File: src/rtl/alu_seq_pkg.sv
// Shared opcode encodings, FSM state and flag types for the alu_seq multi-cycle ALU.
// Signed opcodes exist only when ALU_SEQ_SIGNED_EN is defined.
package alu_seq_pkg;

    localparam int OP_W = 4;

    localparam logic [OP_W-1:0] OP_ADD = 4'd0;
    localparam logic [OP_W-1:0] OP_SUB = 4'd1;
    localparam logic [OP_W-1:0] OP_AND = 4'd2;
    localparam logic [OP_W-1:0] OP_OR  = 4'd3;
    localparam logic [OP_W-1:0] OP_XOR = 4'd4;
    localparam logic [OP_W-1:0] OP_NOT = 4'd5;
    localparam logic [OP_W-1:0] OP_LSH = 4'd6;
    localparam logic [OP_W-1:0] OP_RSH = 4'd7;
    localparam logic [OP_W-1:0] OP_MUL = 4'd8;
    localparam logic [OP_W-1:0] OP_DIV = 4'd9;
    localparam logic [OP_W-1:0] OP_MOD = 4'd10;
`ifdef ALU_SEQ_SIGNED_EN
    localparam logic [OP_W-1:0] OP_ASR  = 4'd11;
    localparam logic [OP_W-1:0] OP_SDIV = 4'd12;
    localparam logic [OP_W-1:0] OP_SMOD = 4'd13;
`endif

    typedef enum logic [1:0] {
        S_IDLE = 2'd0,
        S_MUL  = 2'd1,
        S_DIV  = 2'd2
    } state_t;

    typedef struct packed {
        logic eq;
        logic gt;
        logic ge;
        logic set;
    } flags_t;

    function automatic logic is_div_op(input logic [OP_W-1:0] op);
        logic r;
        r = (op == OP_DIV) || (op == OP_MOD);
`ifdef ALU_SEQ_SIGNED_EN
        r = r || (op == OP_SDIV) || (op == OP_SMOD);
`endif
        return r;
    endfunction

endpackage

File: src/rtl/divmod_seq.sv
// Iterative restoring radix-2 divider: one quotient bit per cycle, WIDTH cycles total.
// The first iteration happens on the start edge so done pulses WIDTH-1 cycles later.
module divmod_seq #(
    parameter int WIDTH = 32
) (
    input  logic             clk,
    input  logic             rst,
    input  logic             start,
    input  logic [WIDTH-1:0] a,
    input  logic [WIDTH-1:0] b,
    output logic [WIDTH-1:0] quo,
    output logic [WIDTH-1:0] rem,
    output logic             done
);

    localparam int CNT_W = $clog2(WIDTH);
    localparam logic [CNT_W-1:0] LAST = CNT_W'(WIDTH - 1);

    logic             running;
    logic [CNT_W-1:0] cnt;
    logic [WIDTH-1:0] dvs;

    // Shift the next dividend bit into the partial remainder and subtract if it fits.
    function automatic logic [2*WIDTH-1:0] step(input logic [WIDTH-1:0] r,
                                                input logic [WIDTH-1:0] q,
                                                input logic [WIDTH-1:0] d);
        logic [WIDTH:0] trial;
        logic [WIDTH:0] diff;
        trial = {r, q[WIDTH-1]};
        diff  = trial - {1'b0, d};
        if (diff[WIDTH])
            step = {trial[WIDTH-1:0], q[WIDTH-2:0], 1'b0};
        else
            step = {diff[WIDTH-1:0], q[WIDTH-2:0], 1'b1};
    endfunction

    always_ff @(posedge clk or negedge rst) begin
        if (!rst) begin
            running <= 1'b0;
            cnt     <= '0;
            done    <= 1'b0;
        end else begin
            done <= 1'b0;
            if (start) begin
                running <= 1'b1;
                cnt     <= CNT_W'(1);
            end else if (running) begin
                cnt <= cnt + 1'b1;
                if (cnt == LAST) begin
                    running <= 1'b0;
                    done    <= 1'b1;
                end
            end
        end
    end

    always_ff @(posedge clk) begin
        if (start) begin
            {rem, quo} <= step('0, a, b);
            dvs        <= b;
        end else if (running) begin
            {rem, quo} <= step(rem, quo, dvs);
        end
    end

endmodule

File: src/rtl/alu_seq.sv
// Multi-cycle ALU with valid/ready in and out: 1-cycle logic/arith, pipelined MUL, iterative DIV/MOD.
// Define ALU_SEQ_SIGNED_EN to add ASR, SDIV and SMOD.
module alu_seq
    import alu_seq_pkg::*;
#(
    parameter int WIDTH      = 32,
    parameter int MUL_STAGES = 4,
    parameter int TAG_W      = 4
) (
    input  logic             clk,
    input  logic             rst,
    input  logic             in_vld,
    output logic             in_rdy,
    input  logic [WIDTH-1:0] in_A,
    input  logic [WIDTH-1:0] in_B,
    input  logic [OP_W-1:0]  in_op,
    input  logic [TAG_W-1:0] in_tag,
    output logic             out_vld,
    input  logic             out_rdy,
    output logic [WIDTH-1:0] out_res,
    output logic [TAG_W-1:0] out_tag,
    output logic             out_eq,
    output logic             out_gt,
    output logic             out_ge,
    output logic             out_set,
    output logic             out_dz,
    output logic             busy
);

    localparam int SH_W = $clog2(WIDTH) + 1;

    state_t state, state_nxt;

    logic acc, take_one, take_mul, div_start;
    logic mul_done, div_done;

    logic [WIDTH-1:0] a_p0, b_p0;
    logic [OP_W-1:0]  op_p0;
    logic [TAG_W-1:0] tag_p0;
    flags_t           flg_p0, flg_out;

    logic [MUL_STAGES-1:0] mul_vld;
    logic [WIDTH-1:0]      mul_prod, mul_tail;

    logic [WIDTH-1:0] div_a, div_b, quo, rem, div_res;
`ifdef ALU_SEQ_SIGNED_EN
    logic neg_q_p0, neg_r_p0;
`endif

    function automatic flags_t cmp_flags(input logic [WIDTH-1:0] a, input logic [WIDTH-1:0] b);
        flags_t f;
        f.eq  = (a == b);
        f.gt  = (a > b);
        f.ge  = (a >= b);
        f.set = ((a & b) != '0);
        return f;
    endfunction

    // Single-cycle results; DIV/MOD only reach here with a zero divisor.
    function automatic logic [WIDTH-1:0] alu1(input logic [OP_W-1:0]  op,
                                              input logic [WIDTH-1:0] a,
                                              input logic [WIDTH-1:0] b);
        logic            big;
        logic [SH_W-2:0] amt;
        big = b[SH_W-1];
        amt = b[SH_W-2:0];
        case (op)
            OP_ADD:  alu1 = a + b;
            OP_SUB:  alu1 = a - b;
            OP_AND:  alu1 = a & b;
            OP_OR:   alu1 = a | b;
            OP_XOR:  alu1 = a ^ b;
            OP_NOT:  alu1 = ~a;
            OP_LSH:  alu1 = big ? '0 : (a << amt);
            OP_RSH:  alu1 = big ? '0 : (a >> amt);
            OP_DIV:  alu1 = '1;
            OP_MOD:  alu1 = a;
`ifdef ALU_SEQ_SIGNED_EN
            OP_ASR:  alu1 = big ? {WIDTH{a[WIDTH-1]}} : WIDTH'($signed(a) >>> amt);
            OP_SDIV: alu1 = '1;
            OP_SMOD: alu1 = a;
`endif
            default: alu1 = '0;
        endcase
    endfunction

    always_ff @(posedge clk or negedge rst) begin
        if (!rst) state <= S_IDLE;
        else      state <= state_nxt;
    end

    always_comb begin
        state_nxt = state;
        case (state)
            S_IDLE: begin
                if (take_mul)       state_nxt = S_MUL;
                else if (div_start) state_nxt = S_DIV;
            end
            S_MUL:   if (mul_done) state_nxt = S_IDLE;
            S_DIV:   if (div_done) state_nxt = S_IDLE;
            default: state_nxt = S_IDLE;
        endcase
    end

    always_comb begin
        in_rdy    = (state == S_IDLE) && (!out_vld || out_rdy);
        busy      = (state != S_IDLE);
        acc       = in_vld && in_rdy;
        take_mul  = acc && (in_op == OP_MUL);
        div_start = acc && is_div_op(in_op) && (in_B != '0);
        take_one  = acc && !take_mul && !div_start;
    end

    // Stage p0: operand capture at accept
    always_ff @(posedge clk) begin
        if (acc) begin
            a_p0   <= in_A;
            b_p0   <= in_B;
            op_p0  <= in_op;
            tag_p0 <= in_tag;
            flg_p0 <= cmp_flags(in_A, in_B);
`ifdef ALU_SEQ_SIGNED_EN
            neg_q_p0 <= in_A[WIDTH-1] ^ in_B[WIDTH-1];
            neg_r_p0 <= in_A[WIDTH-1];
`endif
        end
    end

    // Multiplier stages: product plus MUL_STAGES-1 registers, the result register is the last stage
    assign mul_prod = a_p0 * b_p0;

    if (MUL_STAGES == 1) begin : g_mul1
        assign mul_tail = mul_prod;
    end else begin : g_muln
        logic [WIDTH-1:0] mul_p [MUL_STAGES-1];
        always_ff @(posedge clk) begin
            mul_p[0] <= mul_prod;
            for (int i = 1; i < MUL_STAGES - 1; i++) mul_p[i] <= mul_p[i-1];
        end
        assign mul_tail = mul_p[MUL_STAGES-2];
    end

    always_ff @(posedge clk or negedge rst) begin
        if (!rst) mul_vld <= '0;
        else      mul_vld <= (mul_vld << 1) | MUL_STAGES'(take_mul);
    end

    assign mul_done = mul_vld[MUL_STAGES-1];

    always_comb begin
        div_a = in_A;
        div_b = in_B;
`ifdef ALU_SEQ_SIGNED_EN
        if (in_op == OP_SDIV || in_op == OP_SMOD) begin
            div_a = in_A[WIDTH-1] ? -in_A : in_A;
            div_b = in_B[WIDTH-1] ? -in_B : in_B;
        end
`endif
    end

    divmod_seq #(.WIDTH(WIDTH)) u_div (
        .clk   (clk),
        .rst   (rst),
        .start (div_start),
        .a     (div_a),
        .b     (div_b),
        .quo   (quo),
        .rem   (rem),
        .done  (div_done)
    );

    // Sign correction applied in the done cycle so signed latency matches unsigned
    always_comb begin
        case (op_p0)
            OP_MOD:  div_res = rem;
`ifdef ALU_SEQ_SIGNED_EN
            OP_SDIV: div_res = neg_q_p0 ? -quo : quo;
            OP_SMOD: div_res = neg_r_p0 ? -rem : rem;
`endif
            default: div_res = quo;
        endcase
    end

    // Result register: loaded by whichever path completes, held until consumed
    always_ff @(posedge clk or negedge rst) begin
        if (!rst) begin
            out_vld <= 1'b0;
            out_res <= '0;
            out_tag <= '0;
            flg_out <= '0;
            out_dz  <= 1'b0;
        end else begin
            if (take_one) begin
                out_res <= alu1(in_op, in_A, in_B);
                out_tag <= in_tag;
                flg_out <= cmp_flags(in_A, in_B);
                out_dz  <= is_div_op(in_op);
            end else if (mul_done) begin
                out_res <= mul_tail;
                out_tag <= tag_p0;
                flg_out <= flg_p0;
                out_dz  <= 1'b0;
            end else if (div_done) begin
                out_res <= div_res;
                out_tag <= tag_p0;
                flg_out <= flg_p0;
                out_dz  <= 1'b0;
            end
            if (take_one || mul_done || div_done) out_vld <= 1'b1;
            else if (out_rdy)                     out_vld <= 1'b0;
        end
    end

    assign out_eq  = flg_out.eq;
    assign out_gt  = flg_out.gt;
    assign out_ge  = flg_out.ge;
    assign out_set = flg_out.set;

endmodule
File: config.mk
export PLATFORM = sky130hd
export DESIGN_NAME = alu_seq
export DESIGN_NICKNAME = d
export VERILOG_FILES = /design/src/rtl/alu_seq_pkg.sv /design/src/rtl/divmod_seq.sv /design/src/rtl/alu_seq.sv
export SDC_FILE = /design/constraint.sdc
export NUM_CORES = 2
export LEC_CHECK = 0
export CORE_ASPECT_RATIO = 1.4
export CORE_MARGIN = 4
export CORE_UTILIZATION = 50
export CTS_CLUSTER_DIAMETER = 80
export DETAILED_ROUTE_END_ITERATION = 10
export DONT_BUFFER_PORTS = 1
export GPL_TIMING_DRIVEN = 0
export PLACE_DENSITY_LB_ADDON = 0.12
export SLEW_MARGIN = 20
export SYNTH_ARGS = -nofsm -noshare
export SYNTH_HDL_FRONTEND = slang
export SYNTH_SLANG_ARGS = --single-unit
File: constraint.sdc
create_clock -name clk -period 7.03 [get_ports clk]
set_input_delay 1.0545 -clock clk [delete_from_list [all_inputs] [get_ports clk]]
set_output_delay 1.0545 -clock clk [all_outputs]
set_load 0.02 [all_outputs]
==> impl_results.rst <==
.. list-table::
   :header-rows: 1

   * - Metric
     - Value
   * - CTS tree
     - built
   * - Max stage delay on crit path
     - 580 ps
   * - Violations in the final reports
     - setup timing
   * - Remaining routing DRC violations
     - 0
   * - GR Util met2
     - 74.3%
   * - CTS sink count
     - 323
   * - # hold bufs at CTS
     - 0
   * - Mean cell area of the mapped netlist
     - ~9.1 um2
   * - Clock Skew
     - between 30 and 40 ps
   * - I/O pin cnt
     - 120
   * - Cts bufs inserted
     - 31
   * - Final period util
     - 104%
   * - Standard cell area after detailed placement
     - 38700 um2
   * - Wire length of the first global-routing pass
     - around 250 mm
   * - Flops & latches, synth
     - around 320
   * - Number of buffers between clock root and the deepest sink
     - 3
   * - Number of pins exceeding their max-slew limit in the final report
     - 0
   * - Worst Setup Path Type
     - flip-flop to flip-flop
   * - Aggregate global-route resource usage
     - between 40 and 50%
   * - Clock root cell
     - clkbuf_16
   * - Required time of the critical path
     - roughly 7500 ps
   * - Initial antenna violation count
     - 12
   * - Total setup violations reported at the end of the flow
     - 4
   * - Via count
     - 33339
   * - Number of synthesized flops with an enable pin
     - about 170
   * - Cell family contributing the most delay on the critical path
     - adder cells
   * - Clock-pin transition on the worst setup and hold timing paths
     - around 80 ps
   * - Worst path setup slack after routing
     - -306 ps
   * - Row cnt
     - 118
   * - Final hold vios
     - 0
   * - Startpoint of the most critical register-to-register path
     - a_p0[12]
   * - Post-Route Hold Slack
     - approximately 150 ps
   * - Fill count
     - 6845
   * - FFs w/ async S/R, synth
     - 17.0%
   * - Number of nets in the final layout
     - between 4000 and 5000
   * - Number of design-rule violations left by the first detailed-router iteration
     - 3466
   * - M1 GR Usage
     - between 40 and 50%
   * - Most common library cell in the layout ignoring fill and taps
     - inv_1
   * - Primary FF master, synth
     - edfxtp_1
   * - Number of unique standard cell types used by synthesis
     - 91
   * - Worst R2R Setup Slack
     - -310 ps
   * - Via-to-Cell Ratio
     - roughly 6.4
   * - Critical path's most frequent cell
     - fa_1
   * - Initial Util
     - approximately 50%
   * - Outcome
     - complete, but fails checks
   * - Proportion of layout cells with a drive suffix above 1
     - 9.09%
   * - Number of violations of the max-capacitance limit
     - 0
   * - Cell area after synthesis
     - ~37000 um2
   * - Actual slew at the worst max-slew pin
     - about 1300 ps
   * - Maximum number of pins on one net before global-route repair
     - 59
   * - Worst Hold Class
     - input port to asynchronous set/reset pin
   * - Final global-route overflow total
     - 0
   * - CP max-delay cell
     - fa_1
   * - Layer carrying the most global-route usage
     - met2
   * - Area of the placeable core
     - about 74000 um2
   * - Worst slew margin relative to its limit
     - roughly 16%
   * - Arrival time of data at the critical path endpoint
     - 7830 ps
   * - Number of H-tree levels
     - 1
   * - Post-layout instance area
     - between 40000 and 50000 um2
   * - Area growth, synth to finish
     - 9.94%
   * - Endpoint of the worst-slack reg-to-reg timing path
     - g_muln.mul_p[0][30]
   * - Die width
     - 239 um
   * - Full die area
     - 79100 um2
   * - Launching element type of the critical path
     - flip-flop
   * - Routed len/inst
     - approximately 35 um
   * - Met3 demand-to-capacity share in global routing
     - a little under a tenth
   * - Remaining antenna violation count after routing
     - 0
   * - YS warnings
     - 0
   * - Peak fanout along the critical path
     - 10
   * - Final Wtd Congestion
     - 1.10
   * - DR pass1 iterations
     - 8
   * - Number of cell instances on the worst register-to-register path
     - 26
   * - Number of global-route vias before repair
     - between 30000 and 40000
   * - Sequential area share after synthesis
     - approximately 23%
   * - Unrepaired setup endpoints after global routing
     - true
   * - Synthesized instance count
     - 4085
   * - Aggregate routed wire length
     - about 180 mm
   * - Final worst path period need
     - about 7300 ps
   * - Top achievable clock speed
     - around 140 MHz
   * - Commonest cells after routing, fill and taps aside
     - 523 x inv_1, 415 x nand2_1, 398 x fa_1
   * - Port bufs
     - 0
   * - Number of nets in the synthesized netlist
     - between 4000 and 5000
   * - Vertical die dimension
     - 331 um
   * - Clock insertion delay at the later pin of the skew report
     - about 610 ps
   * - Endpoint type of the worst setup path
     - flip-flop
   * - Buffer and inverter count on the worst path
     - 6
   * - DP Wirelength
     - between 100 and 150 mm
cells in the mapped netlist (all sizes together), types with 23 or more instances:
cell type | instances | area, um2
a21o | 30 | 225
a21oi | 210 | 1050
mux2i | 85 | 851
edfxtp | 172 | 5160
nor3 | 60 | 310
and2 | 333 | 2080
a221oi | 23 | 201
dfxtp | 96 | 1920
dfrtp | 55 | 1380
nor2b | 24 | 150
nand2b | 23 | 151
xor2 | 31 | 272
xnor2 | 91 | 797
o21ai | 188 | 945
clkbuf | 216 | 811
ha | 257 | 3220
nand4 | 30 | 188
nand2 | 416 | 1560
nand3 | 53 | 265
buf | 39 | 180
fa | 411 | 8230
a31oi | 31 | 194
nor4 | 27 | 169
inv | 531 | 1990
mux4 | 47 | 1060
o211ai | 31 | 233
a211oi | 31 | 248
nor2 | 247 | 927
worst max-delay path by stage:
| stage | startpoint | end | slack, ps | cells past startpoint |
|---|---|---|---|---|
| floorplan | b_p0[5] | g_muln.mul_p[0][30] | 50 | 24 |
| global placement | a_p0[2] | g_muln.mul_p[0][30] | -2650 | 27 |
| detailed placement | a_p0[2] | g_muln.mul_p[0][30] | -2290 | 27 |
| CTS | b_p0[7] | g_muln.mul_p[0][30] | -370 | 26 |
| global route | a_p0[11] | g_muln.mul_p[0][30] | -470 | 26 |
| finish | a_p0[12] | g_muln.mul_p[0][30] | -310 | 26 |
worst register-to-register path, stage by stage, from the launching register on:
cell	delay, ps
edfxtp_1	460
buf_4	240
and2_1	190
fa_1	470
inv_1	50
fa_1	500
fa_1	470
fa_1	570
inv_2	40
fa_1	580
ha_4	210
fa_1	510
inv_2	50
fa_1	500
inv_2	50
ha_4	240
o21ai_2	120
nor2_2	80
o31ai_4	360
a41oi_4	210
o31ai_4	270
buf_12	170
a211oi_4	60
o21a_1	190
o21a_1	180
o41a_1	320
xor2_1	150
repair_timing:
| item | CTS | global route |
|---|---|---|
| buffers inserted | 52 | 12 |
| resized for setup | 154 | 67 |
| endpoints found under the setup margin | 19 | 10 |
| cloned | 0 | 0 |
| endpoints found under the hold margin | 0 | 0 |
| pin swaps | 33 | 43 |
final cells by class:
cell class | count | area [um2] | area share, %
multi-input combinational | 2975 | 26400 | 64.3
inverter | 532 | 2000 | 4.88
clock inverter | 20 | 164 | 0.400
timing repair buffer | 71 | 637 | 1.55
antenna | 12 | 30.0 | 0.0733
buffer | 246 | 1230 | 2.99
clock buffer | 37 | 893 | 2.18
sequential | 323 | 8460 | 20.6
tap | 960 | 1200 | 2.93
per-layer routing:
metal	wire length [um]	part of all wire (%)
met1	54400	30
met2	83000	46
met4	27700	15
met5	15	0.0084
met3	14500	8.1
state kept, by name, summed over array words and instances, names as in the netlist, 5 cells and up:
signal and flops:
b_p0 32, u_div.rem 32, u_div.dvs 32, u_div.quo 32
g_muln.mul_p 96, out_res 32, a_p0 32, u_div.cnt 5
cells by family (layout without fill, tap and decap cells):
group / after synthesis / count (layout) / share of synthesized area, %
compound gates: 776 / 776 / 13.7
xor+xnor: 122 / 122 / 2.87
fa+ha+maj: 668 / 668 / 30.7
buf+inv: 787 / 906 / 8.01
flops: 323 / 323 / 22.7
mux: 142 / 142 / 5.42
other cells: 0 / 12 / 0
simple gates: 1267 / 1267 / 16.6
through the flow:
step	instances	util [%]	setup TNS, ps	worst slack, ps
global placement	5045	52.0	-27530	-2650
finish	5176	55.4	-626	-306
global route	5166	55.4	-1600	-472
detailed placement	5052	52.3	-22230	-2290
CTS	5153	55.0	-741	-369
floorplan	4085	-	0	49.3
Power is left out: the tool's default activity adds up to more than one toggle a clock period on the data nets, which glitch-free logic cannot reach.
